<file path="src/rtl/usr_byte_packer.sv">
`default_nettype none
// ============================================================================
// Module   : usr_byte_packer
// Purpose  : Captures nibbles from the universal shift register, pairs
//            consecutive nibbles into bytes (first nibble = low half) and
//            buffers the bytes in a show-ahead FIFO drained by valid/ready.
//            The nibble input cannot stall, so a byte arriving at a full
//            FIFO is dropped and recorded in a sticky overflow flag.
// Revision : 1.0 - initial release
// ----------------------------------------------------------------------------
// Optional feature macro: PACKER_PARITY_EN (adds dout_parity = ^dout)
// ----------------------------------------------------------------------------
// Ports:
//   clock       in   rising-edge clock
//   reset       in   synchronous, active-low reset
//   nib_valid   in   nib_data carries a nibble this cycle
//   nib_data    in   [3:0] nibble from the shift register
//   flush       in   emit a held low nibble as {4'h0, low}
//   clr_ovf     in   clear sticky overflow (a same-cycle drop wins)
//   dout        out  [7:0] head-of-FIFO byte, 8'h00 when empty
//   dout_valid  out  FIFO non-empty
//   dout_ready  in   consumer accepts dout this cycle
//   count       out  [$clog2(DEPTH):0] bytes stored
//   pending     out  low nibble held, waiting for the high nibble
//   overflow    out  sticky: a completed byte was dropped
//   dout_parity out  (PACKER_PARITY_EN only) XOR of dout, 0 when empty
// ============================================================================
module usr_byte_packer #(
    parameter int DEPTH = 4
) (
    input  logic                     clock,
    input  logic                     reset,
    input  logic                     nib_valid,
    input  logic [3:0]               nib_data,
    input  logic                     flush,
    input  logic                     clr_ovf,
    output logic [7:0]               dout,
    output logic                     dout_valid,
    input  logic                     dout_ready,
    output logic [$clog2(DEPTH):0]   count,
    output logic                     pending,
`ifdef PACKER_PARITY_EN
    output logic                     dout_parity,
`endif
    output logic                     overflow
);

    localparam int PTR_W = $clog2(DEPTH);
    localparam int CNT_W = PTR_W + 1;
    localparam logic [CNT_W-1:0] C_DEPTH = CNT_W'(DEPTH);

    typedef enum logic [0:0] {
        ST_IDLE = 1'b0,
        ST_HALF = 1'b1
    } state_t;

    state_t             r_state_q,  w_state_d;
    logic [3:0]         r_low_q,    w_low_d;
    logic [PTR_W-1:0]   r_wr_ptr_q, w_wr_ptr_d;
    logic [PTR_W-1:0]   r_rd_ptr_q, w_rd_ptr_d;
    logic [CNT_W-1:0]   r_count_q,  w_count_d;
    logic               r_ovf_q,    w_ovf_d;
    logic [7:0]         r_mem_q [DEPTH];

    logic               w_push_req;
    logic [7:0]         w_push_byte;
    logic               w_push_ok;
    logic               w_pop;
    logic               w_empty;
    logic               w_full;

    // ------------------------------------------------------------------
    // Packer FSM: a completing nibble always takes priority over flush.
    // ------------------------------------------------------------------
    always_comb begin
        w_state_d   = r_state_q;
        w_low_d     = r_low_q;
        w_push_req  = 1'b0;
        w_push_byte = 8'h00;
        case (r_state_q)
            ST_IDLE: begin
                if (nib_valid) begin
                    w_low_d   = nib_data;
                    w_state_d = ST_HALF;
                end
            end
            ST_HALF: begin
                if (nib_valid) begin
                    w_push_req  = 1'b1;
                    w_push_byte = {nib_data, r_low_q};
                    w_state_d   = ST_IDLE;
                end else if (flush) begin
                    w_push_req  = 1'b1;
                    w_push_byte = {4'h0, r_low_q};
                    w_state_d   = ST_IDLE;
                end
            end
            default: begin
                w_state_d = ST_IDLE;
            end
        endcase
    end

    // ------------------------------------------------------------------
    // FIFO control. A pop in the same cycle frees the slot a push into a
    // full FIFO needs, so the push is accepted in that case.
    // ------------------------------------------------------------------
    always_comb begin
        w_empty    = (r_count_q == '0);
        w_full     = (r_count_q == C_DEPTH);
        w_pop      = !w_empty && dout_ready;
        w_push_ok  = w_push_req && (!w_full || w_pop);

        w_wr_ptr_d = w_push_ok ? r_wr_ptr_q + PTR_W'(1) : r_wr_ptr_q;
        w_rd_ptr_d = w_pop     ? r_rd_ptr_q + PTR_W'(1) : r_rd_ptr_q;

        w_count_d  = r_count_q;
        case ({w_push_ok, w_pop})
            2'b10:   w_count_d = r_count_q + CNT_W'(1);
            2'b01:   w_count_d = r_count_q - CNT_W'(1);
            default: w_count_d = r_count_q;
        endcase

        // A refused push sets the flag even if clr_ovf is asserted.
        w_ovf_d = (r_ovf_q && !clr_ovf) || (w_push_req && !w_push_ok);
    end

    always_ff @(posedge clock) begin
        if (!reset) begin
            r_state_q  <= ST_IDLE;
            r_low_q    <= 4'h0;
            r_wr_ptr_q <= '0;
            r_rd_ptr_q <= '0;
            r_count_q  <= '0;
            r_ovf_q    <= 1'b0;
        end else begin
            r_state_q  <= w_state_d;
            r_low_q    <= w_low_d;
            r_wr_ptr_q <= w_wr_ptr_d;
            r_rd_ptr_q <= w_rd_ptr_d;
            r_count_q  <= w_count_d;
            r_ovf_q    <= w_ovf_d;
        end
    end

    // Storage is not reset; empty-state masking on dout keeps it clean.
    always_ff @(posedge clock) begin
        if (reset && w_push_ok) begin
            r_mem_q[r_wr_ptr_q] <= w_push_byte;
        end
    end

    // ------------------------------------------------------------------
    // Outputs (all from registered state)
    // ------------------------------------------------------------------
    assign dout       = w_empty ? 8'h00 : r_mem_q[r_rd_ptr_q];
    assign dout_valid = !w_empty;
    assign count      = r_count_q;
    assign pending    = (r_state_q == ST_HALF);
    assign overflow   = r_ovf_q;

`ifdef PACKER_PARITY_EN
    assign dout_parity = ^dout;
`endif

endmodule
`default_nettype wire

</file>
<file path="config.mk">
export PLATFORM = sky130hd
export DESIGN_NAME = usr_byte_packer
export DESIGN_NICKNAME = d
export VERILOG_FILES = /design/src/rtl/usr_byte_packer.sv
export SDC_FILE = /design/constraint.sdc
export NUM_CORES = 1
export LEC_CHECK = 0
export BUFFER_PORTS_ARGS = -buffer_cell sky130_fd_sc_hd__buf_2
export CAP_MARGIN = 5
export CORE_MARGIN = 3
export CORE_UTILIZATION = 49
export CTS_CLUSTER_DIAMETER = 40
export CTS_CLUSTER_SIZE = 24
export DETAILED_ROUTE_END_ITERATION = 16
export GPL_ROUTABILITY_DRIVEN = 1
export PLACE_DENSITY = 0.66
export SLEW_MARGIN = 40
export SYNTH_ARGS = -nofsm -noshare
export SYNTH_HDL_FRONTEND = slang
export SYNTH_SLANG_ARGS = --single-unit
</file>
<file path="constraint.sdc">
create_clock -name clock -period 2.8 [get_ports clock]
set_clock_uncertainty 0.2 [all_clocks]
set_input_delay 0 -clock clock [delete_from_list [all_inputs] [get_ports clock]]
set_output_delay 0 -clock clock [all_outputs]
set_load 0.05 [all_outputs]
</file>
==> qor.txt <==
Routed wire length -> 3259 um
Nets -> 189
Antenna cells -> 0
Initial Utilization -> 52.52%
Largest net degree at the start of global routing -> 15
Final setup TNS -> 0 ns
Largest stage delay, worst path -> 0.50 ns
Io pins -> 24
Hold Slack -> 0.00006067 ns
Final Max Slew Viols -> 0
Worst-Margin Slew -> 0.5271 ns
Outcome -> finished clean
RSZ-0062 raised after global routing -> no
Core region area -> 3771 um2
Synthesized area per cell -> 14.35 um2
CTS root buf -> clkbuf_8
Max_slew headroom -> 64.81%
Num rows -> 22
Core Util, Final -> 62.71%
Drt drc -> 0
Clock latency on the worst-skew pair -> 0.29 ns
PwrDens -> 823.8 nW/um2
Placer Congestion -> 0.7472
Highest Clock Rate -> 447.0 MHz
CP max FO -> 8
RR Endpoint -> count[2]
Fraction of layout cells with a size suffix above 1 -> 24.00%
Hold Crit Start -> reset
Crit path kind -> reg2reg
Vias per cell -> 5.296
Reg area -> 1261 um2
TritonCTS Sinks -> 47
First-pass GRT wire length -> 5609 um
Syn Nets -> 153
Min Tclk post-route -> 2.237 ns
Vias in the first global route -> 1190
RR Startpoint -> count[1]
Mean routed wirelength per cell -> 14.61 um
Sequential element share of the synthesized area -> 63.68%
Post-Syn Area -> 1981 um2
GRT overflow -> 0
Post-route setup slack -> 0.5630 ns
LEAKAGE -> 0.9009 nW
Crit path cell chain -> o31ai_1 > nor2_1 > inv_1 > fa_1 > nor4_1 > o21ai_1 > nor3b_1
Synth warnings -> 0
Vias -> 1181
Post-synth cell types -> 31
CTS tree -> yes
Initial antenna violation count -> 0
WP data arrival -> 2.21 ns
Hold Crit Class -> in2reg
# Max-Cap Violations -> 0
Multi-input logic area -> 676.9 um2
Area Growth Syn to Fin -> 19.39%
Final Hold Fails -> 0
Worst R2R Path Depth -> 7
CTS buffer count -> 5
Overall Global Routing Usage -> 14.86%
Endpoints failing setup -> 0
Most frequent cells in the layout -> edfxtp_1, buf_2, dfxtp_1
Fillcell total -> 290
Worst path slowest cell -> dfxtp_1
Detailed Place HPWL -> 2343 um
Reg clk slew, reported paths -> 0.08 ns
Maximum VDD drop -> 0.3836 mV
Die Wd -> 69.58 um
PortBufs -> 23
DR pass1 iterations -> 4
Initial DRC count -> 39
Hold EP -> r_low_q[0]
Final period util -> 79.89%
Most common cell after layout, fill and taps aside -> edfxtp_1
Req. time, crit path -> 2.77 ns
Worst reg2reg setup slack -> 0.56 ns
CP Launch Type -> register
Mapped Cells -> 138
#FFs+latches synth -> 47
Max Buffers Root-to-Sink -> 2
Endpoint type of the worst setup path -> register
Die area -> 4841 um2
Hold depth -> 3
Pre-CTS setup slack -> 0.5910 ns
H-Tree Depth -> 2
Die Span Y -> 69.58 um
Detail Route Antenna Nets -> 0
==> sequential cells by signal (all words and copies together) (netlist names), named ones only <==
register	count
count	3
overflow	1
pending	1
r_low_q	4
r_mem_q	32
r_rd_ptr_q	2
r_wr_ptr_q	2
==> critical path: cells and delay by family (launching register included) <==
kind | cells | cell delay [ns]
compound gates | 2 | 0.27
flops | 1 | 0.50
fa+ha+maj | 1 | 0.37
simple gates | 3 | 0.69
buf+inv | 1 | 0.07
==> cell type report <==
| cell class | instances | share of cell area (%) |
|---|---|---|
| Sequential cell | 47 | 53.33 |
| Inverter | 7 | 1.111 |
| Clock inverter | 1 | 1.270 |
| Tap cell | 48 | 2.540 |
| Clock buffer | 7 | 4.127 |
| Multi-Input combinational cell | 80 | 28.62 |
| Timing Repair Buffer | 33 | 8.995 |
==> how the worst max path moves through the flow <==
stage	start	endpoint	slack [ns]	cells after the start
5_1_grt	count[1]	count[2]	0.35	7
2_1_floorplan	count[1]	count[2]	0.40	7
4_1_cts	count[1]	count[2]	0.59	7
3_3_place_gp	count[1]	count[2]	0.70	7
6_report	count[1]	count[2]	0.56	7
3_5_place_dp	count[1]	count[2]	0.59	7
==> through the flow <==
step / std cells / total power [mW] / cell area [um2]
2_1_floorplan: 138 / 1.301 / 1981
3_3_place_gp: 206 / 1.427 / 2147
3_5_place_dp: 206 / 1.430 / 2147
4_1_cts: 223 / 1.968 / 2365
5_1_grt: 223 / 2.046 / 2365
6_report: 223 / 1.948 / 2365
==> cells in the mapped netlist, drive strengths merged <==
master,number,area [um2]
nor3b,1,7.510
xnor2,2,17.52
a21oi,4,20.02
and3,9,57.56
o221ai,1,8.760
clkbuf,3,11.26
o21ai,3,18.76
nand2,2,7.510
edfxtp,32,960.9
fa,1,20.02
dfxtp,15,300.3
nor2,14,52.55
ha,4,50.05
o21a,1,7.510
o31ai,1,7.510
inv,7,26.28
nor3,3,15.01
o31a,1,8.760
nor4b,1,23.77
xor2,1,8.760
mux2i,5,50.05
nor2b,10,62.56
mux4,8,180.2
nor4,1,6.260
or3,1,6.260
buf,1,5.000
o211ai,2,15.01
and2,4,25.02
==> per-layer routing <==
| metal | global-route usage [%] | up-vias | routed length, um |
|---|---|---|---|
| li1 | - | 579 | - |
| met4 | 5.857 | 0 | 51 |
| met5 | 0 | - | 0 |
| met2 | 23.62 | 25 | 1574 |
| met1 | 20.08 | 571 | 1533 |
| met3 | 3.043 | 6 | 99 |
==> power by group <==
group	leakage, nW	switching [mW]	internal [mW]
registers	0.423	0.0586	0.772
logic	0.414	0.387	0.199
clock network	0.0636	0.211	0.321
total	0.901	0.656	1.29
==> logic make-up (layout without fill, tap and decap cells) <==
group	Yosys count	count (layout)	share of synthesized area [%]
AOI/OAI and AO/OA	13	13	4.359
xor gates and xnor gates	3	3	1.327
adders and majority gates	5	5	3.538
buffers and inverters	11	48	2.148
DFF	47	47	63.68
muxes	13	13	11.62
and+or+nand+nor	46	46	13.33
==> repair_timing <==
item | in CTS | in global routing
gates resized for setup | 0 | 0
buffers inserted | 0 | 0
endpoints found under the hold margin | 23 | 0
hold buffers | 9 | 0
Note: power is estimated with default switching activity, not from simulation.
